**config.mk**
```make
export PLATFORM = sky130hd
export DESIGN_NAME = pwm_scheduler
export DESIGN_NICKNAME = d
export VERILOG_FILES = /design/src/rtl/pwm_pkg.sv /design/src/rtl/pwm_sched_slot.sv /design/src/rtl/pwm_scheduler.sv
export SDC_FILE = /design/constraint.sdc
export NUM_CORES = 1
export LEC_CHECK = 0
export CAP_MARGIN = 25
export CORE_UTILIZATION = 48
export CTS_BUF_LIST = sky130_fd_sc_hd__clkbuf_16
export DETAILED_ROUTE_END_ITERATION = 10
export PLACE_DENSITY = 0.71
export SYNTH_ARGS = -nofsm -noshare
export SYNTH_HDL_FRONTEND = slang
export SYNTH_SLANG_ARGS = --single-unit
```
**constraint.sdc**
```tcl
create_clock -name CLK -period 6 [get_ports CLK]
set_clock_uncertainty 0.15 [all_clocks]
set_input_delay 1.5 -clock CLK [delete_from_list [all_inputs] [get_ports CLK]]
set_output_delay 1.5 -clock CLK [all_outputs]
set_load 0.01 [all_outputs]
```
**src/rtl/pwm_pkg.sv**
```systemverilog
// Shared widths, default output levels and the phase-stagger offset helper for pwm_scheduler.
package pwm_pkg;

  localparam logic ACT_STATE_DEF = 1'b1;
  localparam logic INACT_DEF     = ~ACT_STATE_DEF;

  function automatic int ff_w(input int fill_factor_max);
    return (fill_factor_max < 1) ? 1 : $clog2(fill_factor_max + 1);
  endfunction

  function automatic int ch_w(input int num_ch);
    return (num_ch <= 1) ? 1 : $clog2(num_ch);
  endfunction

  function automatic int presc_w(input int prescale);
    return (prescale <= 1) ? 1 : $clog2(prescale);
  endfunction

  // Channel i starts its period i*(MAX/NUM_CH) ticks out of phase with channel 0.
  function automatic int stagger_offset(input int idx, input int fill_factor_max, input int num_ch);
    return idx * (fill_factor_max / num_ch);
  endfunction

endpackage

```
**src/rtl/pwm_sched_slot.sv**
```systemverilog
// One PWM channel: shadow/active fill factor, pending-commit flag and registered compare output.
module pwm_sched_slot
  import pwm_pkg::*;
#(
  parameter int   FF_W            = 3,
  parameter int   FILL_FACTOR_MAX = 7,
  parameter int   OFFSET          = 0,
  parameter logic ACT_STATE       = ACT_STATE_DEF
) (
  input  logic            clk,
  input  logic            rst_n,
  input  logic            ce,
  input  logic            wr_en,
  input  logic [FF_W-1:0] wr_ff,
  input  logic            commit,
  input  logic [FF_W-1:0] cnt,
  input  logic            ch_en,
  output logic            q,
  output logic            upd_pend
);

  localparam logic [FF_W:0] OFFSET_W = (FF_W+1)'(OFFSET);
  localparam logic [FF_W:0] MAX_W    = (FF_W+1)'(FILL_FACTOR_MAX);

  logic [FF_W-1:0] shadow_q, shadow_d;
  logic [FF_W-1:0] active_q, active_d;
  logic            pend_q, pend_d;
  logic            q_q, q_d;
  logic [FF_W:0]   cnt_sum;
  logic [FF_W-1:0] cnt_i;

  // Offset is always < MAX, so a single conditional subtract is the modulo.
  assign cnt_sum = {1'b0, cnt} + OFFSET_W;
  assign cnt_i   = (cnt_sum >= MAX_W) ? FF_W'(cnt_sum - MAX_W) : cnt_sum[FF_W-1:0];

  always_comb begin
    shadow_d = shadow_q;
    active_d = active_q;
    pend_d   = pend_q;
    if (wr_en) begin
      shadow_d = wr_ff;
      pend_d   = 1'b1;
    end else if (commit && pend_q) begin
      active_d = shadow_q;
      pend_d   = 1'b0;
    end
  end

  // Disable acts at once; otherwise the output only moves while the timebase runs.
  always_comb begin
    q_d = q_q;
    if (!ch_en) begin
      q_d = ~ACT_STATE;
    end else if (ce) begin
      q_d = (cnt_i < active_q) ? ACT_STATE : ~ACT_STATE;
    end
  end

  always_ff @(posedge clk or negedge rst_n) begin
    if (!rst_n) begin
      shadow_q <= '0;
      active_q <= '0;
      pend_q   <= 1'b0;
      q_q      <= ~ACT_STATE;
    end else begin
      shadow_q <= shadow_d;
      active_q <= active_d;
      pend_q   <= pend_d;
      q_q      <= q_d;
    end
  end

  assign q        = q_q;
  assign upd_pend = pend_q;

endmodule

```
**src/rtl/pwm_scheduler.sv**
```systemverilog
// Multi-channel PWM with shared prescaler/period counter and period-boundary fill-factor commit.
// Define PWM_PHASE_STAGGER_EN to phase-shift each channel's counter by i*(MAX/NUM_CH) ticks.
module pwm_scheduler
  import pwm_pkg::*;
#(
  parameter int   NUM_CH          = 4,
  parameter int   FILL_FACTOR_MAX = 7,
  parameter int   PRESCALE        = 1,
  parameter logic ACT_STATE       = ACT_STATE_DEF,
  localparam int  CH_W            = ch_w(NUM_CH),
  localparam int  FF_W            = ff_w(FILL_FACTOR_MAX)
) (
  input  logic              CLK,
  input  logic              CLR,
  input  logic              CE,
  input  logic              WR_VALID,
  output logic              WR_READY,
  input  logic [CH_W-1:0]   WR_CH,
  input  logic [FF_W-1:0]   WR_FF,
  input  logic [NUM_CH-1:0] CH_EN,
  output logic [NUM_CH-1:0] Q,
  output logic              PERIOD_END,
  output logic [NUM_CH-1:0] UPD_PEND,
  output logic              WR_ERR
);

  localparam int              PS_W     = presc_w(PRESCALE);
  localparam logic [PS_W-1:0] PS_LAST  = PS_W'(PRESCALE - 1);
  localparam logic [FF_W-1:0] CNT_LAST = FF_W'(FILL_FACTOR_MAX - 1);
  localparam logic [FF_W:0]   FF_LIM   = (FF_W+1)'(FILL_FACTOR_MAX);

  logic [PS_W-1:0] presc_q, presc_d;
  logic [FF_W-1:0] cnt_q, cnt_d;
  logic            period_end_q, period_end_d;
  logic            wr_err_q, wr_err_d;
  logic            ready_q;
  logic            tick, wrap;
  logic            ch_ok, ff_ok, wr_fire, wr_accept;

  assign tick = CE & (presc_q == PS_LAST);
  assign wrap = tick & (cnt_q == CNT_LAST);

  // Holding off writes on the wrap cycle keeps shadow loads and commits mutually exclusive.
  assign WR_READY  = ready_q & ~wrap;
  assign wr_fire   = WR_VALID & WR_READY;
  assign ch_ok     = 32'(WR_CH) < 32'(NUM_CH);
  assign ff_ok     = {1'b0, WR_FF} <= FF_LIM;
  assign wr_accept = wr_fire & ch_ok & ff_ok;

  always_comb begin
    presc_d = presc_q;
    cnt_d   = cnt_q;
    if (CE) begin
      presc_d = tick ? '0 : presc_q + PS_W'(1);
    end
    if (tick) begin
      cnt_d = wrap ? '0 : cnt_q + FF_W'(1);
    end
    period_end_d = wrap;
    wr_err_d     = wr_fire & ~(ch_ok & ff_ok);
  end

  always_ff @(posedge CLK or negedge CLR) begin
    if (!CLR) begin
      presc_q      <= '0;
      cnt_q        <= '0;
      period_end_q <= 1'b0;
      wr_err_q     <= 1'b0;
      ready_q      <= 1'b0;
    end else begin
      presc_q      <= presc_d;
      cnt_q        <= cnt_d;
      period_end_q <= period_end_d;
      wr_err_q     <= wr_err_d;
      ready_q      <= 1'b1;
    end
  end

  assign PERIOD_END = period_end_q;
  assign WR_ERR     = wr_err_q;

  for (genvar gi = 0; gi < NUM_CH; gi++) begin : g_slot
`ifdef PWM_PHASE_STAGGER_EN
    localparam int OFFSET = stagger_offset(gi, FILL_FACTOR_MAX, NUM_CH);
`else
    localparam int OFFSET = 0;
`endif
    logic wr_en_ch;
    assign wr_en_ch = wr_accept & (WR_CH == CH_W'(gi));

    pwm_sched_slot #(
      .FF_W            (FF_W),
      .FILL_FACTOR_MAX (FILL_FACTOR_MAX),
      .OFFSET          (OFFSET),
      .ACT_STATE       (ACT_STATE)
    ) u_slot (
      .clk      (CLK),
      .rst_n    (CLR),
      .ce       (CE),
      .wr_en    (wr_en_ch),
      .wr_ff    (WR_FF),
      .commit   (wrap),
      .cnt      (cnt_q),
      .ch_en    (CH_EN[gi]),
      .q        (Q[gi]),
      .upd_pend (UPD_PEND[gi])
    );
  end

endmodule

```
==> flow_summary_export.csv <==
group,metric,value,unit
setup_path,reg2regPathDepth,7,
setup_path,cp_max_fo,11,
clock_tree,clock_path_buffers,2,
clock_tree,ctsResizeCount,0,
synth,synth_area_leaders,"dfrtp_1, mux2_2, ha_1, buf_4, inv_1",
placement,globalplace.congestion,0.792,
setup_path,worst_path_most_repeated_cell,"clkdlybuf4s50_1",
clock_tree,numCtsBuffers,5,
floorplanning,die_w,65.1,um
setup_path,endpoint_kind,"primary output",
cells_and_area,fin_nets,196,
clock_tree,cts_root_buf,"clkbuf_16",
synth,yosys_warnings,0,
cells_and_area,fin_area,2250,sq um
setup_path,ff2ff_setup_slack,3.52,ns
synth,syn_inst,154,
floorplanning,start_util,51.0,%
synth,yosysTopAreaCellShare,49.8,%
synth,synth.avg_cell_area,12.4,sq um
cells_and_area,n_antenna_cell,0,
synth,syn_nets,178,
routing,route.antenna.remaining_nets,0,
routing,vias,1157,
placement,io_buffers,22,
cells_and_area,fin_util,60.1,%
setup_path,rr_startpoint,"cnt_q[0]",
grt,grt_start_max_net_pins,39,
synth,syn-cell-area,1910,sq um
floorplanning,dieArea,4230,sq um
worst_hold_path,min-delay-start,"g_slot[2].u_slot.shadow_q[2]",
pwr,total_power,0.988,mW
setup_path,arrival,3.30,ns
routing,vias_per_cell,5.24,
setup_path,cp.required,4.35,ns
setup_path,r2r-end,"g_slot[1].u_slot.q",
clock_tree,clkSinkCount,38,
run,drv_cap,0,
floorplanning,core,3740,sq um
timing,hold_ws,0.351,ns
timing,fin_setup_tns,0,ns
synth,async_flop_share,100,%
timing,slew-limit-headroom,44.6,%
timing,fin_crit,4.95,ns
placement,dpl.hpwl,2.35,mm
routing,post_drt_wl_per_cell,14.9,um
clock_tree,clk_pin_slew,0.05,ns
setup_path,critical_path.cell_chain,"clkdlybuf4s50_1 -> nand4b_4 -> and2_2 -> clkdlybuf4s50_1",
timing,finalHoldViolCount,0,
synth,synthFlopType,"dfrtp_1",
clock_tree,h-tree-depth,2,
timing,tightest_slew,0.830,ns
timing,rsz0062_at_grt,"false",
pwr,power_leakage,1.06,nW
floorplanning,ios,24,
worst_hold_path,min_to,"g_slot[2].u_slot.active_q[2]",
synth,synth_top_area_cell,"dfrtp_1",
setup_path,cp-start-kind,"primary input",
clock_tree,cts_setup_buffers,0,
timing,slew_violations,0,
timing,setup_viol,0,
cells_and_area,fillers,319,
worst_hold_path,hold_path_depth,1,
worst_hold_path,hold_class,"reg2reg",
timing,max_clock_freq,202,MHz
synth,synth_edf_count,0,
pwr,power.density,439,nW/um^2
floorplanning,placementRows,22,
routing,drtIter0Drc,40,
setup_path,cpMaxStageDelayCell,"clkdlybuf4s50_1",
cells_and_area,areaGrowthSynthToFinish,17.8,%
synth,synth_cell_types,28,
synth,ys_ff_latch,38,
setup_path,path_class,"in2out",
routing,drt_pass1_iterations,4,
grt,grt_pass1_wl,5.71,mm
grt,grt.total_usage,18.4,%
routing,totalWireLength,3.29,mm
setup_path,critPathMaxStageDelay,0.81,ns
pwr,ir_drop,0.275,mV
grt,grt_overflow,0,
cells_and_area,drive_gt1_share,26.0,%
placement,dpl_cell_area,2110,sq um
floorplanning,die_h,65.1,um
routing,drc,0,
clock_tree,insertion_delay,0.28,ns
grt,antenna_found_initial,0,
clock_tree,postCtsHoldBufs,0,
clock_tree,tritoncts,"yes",
outcome,status,"complete, no violations",
synth,yosysSeqAreaShare,49.8,%
timing,min_period_over_period,82.4,%
grt,grt_pass1_vias,1226,
==> report_power, final <==
part | internal, mW | switching [mW] | leakage, nW
clock | 0.151 | 0.0954 | 0.0672
combinational | 0.190 | 0.147 | 0.522
sequential | 0.342 | 0.0625 | 0.475
==> layer usage <==
metal,vias up,part of all wire (%),wire [um],global-route usage (%)
met3,6,4.6,150,5.11
met1,565,46,1520,22.0
li1,562,-,-,-
met4,0,2.0,67,7.34
met5,-,0,0,0
met2,24,47,1550,31.4
==> state kept, by name (all words and copies together), names as in the netlist <==
signal                  flops
PERIOD_END                  1
cnt_q                       3
g_slot.u_slot.active_q     12
g_slot.u_slot.q             4
g_slot.u_slot.shadow_q     12
g_slot.u_slot.upd_pend      4
presc_q                     1
ready_q                     1
==> worst max-delay path by stage <==
stage,from,end,slack [ns],cells after the start
floorplan,CE,WR_READY,2.46,2
global placement,CE,WR_READY,1.08,4
detailed placement,CE,WR_READY,1.04,4
CTS,CE,WR_READY,1.05,4
global route,CE,WR_READY,1.00,4
finish,CE,WR_READY,1.05,4
==> through the flow <==
| stage | std cells | setup WS, ns |
|---|---|---|
| after detailed placement | 213 | 1.04 |
| final | 221 | 1.05 |
| after global placement | 213 | 1.08 |
| after global routing | 221 | 1.00 |
| after floorplan | 154 | 2.46 |
| after CTS | 221 | 1.05 |
==> critical path: cells and delay by family <==
family | cells | cell delay (ns)
AND/OR/NAND/NOR | 2 | 0.51
buffers and inverters | 2 | 1.28
==> layout by cell type (no fill, tap or decap), drive strengths merged, types with 2 or more instances in the layout <==
master	n
dfrtp	38
a21o	5
a21oi	6
o21ai	3
mux2	24
ha	11
nor4b	2
nand2	11
mux2i	4
conb	2
nand2b	2
and3	4
inv	15
clkbuf	5
a211oi	4
o211ai	4
clkinv	2
clkdlybuf4s50	21
==> Yosys cell counts, types with 2 or more instances <==
cell      count
buf_4         9
a21oi_1       6
mux2i_1       4
conb_1        2
inv_1        14
mux2_2       21
a211oi_1      4
dfrtp_1      38
a21o_2        5
nand2b_1      2
mux2_4        3
nand2_1      11
and3_1        4
o211ai_1      4
nor4b_4       2
ha_1         11
o21ai_0       3
==> area by class of cell <==
type | instances | area [sq um] | share of cell area, %
Inverter | 15 | 61.3 | 2.73
Multi-Input combinational cell | 90 | 820 | 36.4
Tap cell | 48 | 60.1 | 2.67
Clock buffer | 5 | 125 | 5.56
Clock inverter | 3 | 16.3 | 0.723
Sequential cell | 38 | 951 | 42.3
Timing Repair Buffer | 22 | 215 | 9.57
==> kinds of logic after synthesis <==
group                      count (synthesis)  synth area share, %
adders and majority gates                 11                 7.21
muxes                                     28                 16.9
buffers and inverters                     26                 7.21
and+or+nand+nor                           25                 9.64
other                                      2                0.394
AOI/OAI and AO/OA                         24                 8.85
DFF                                       38                 49.8
(Power assumes the default switching activity.)
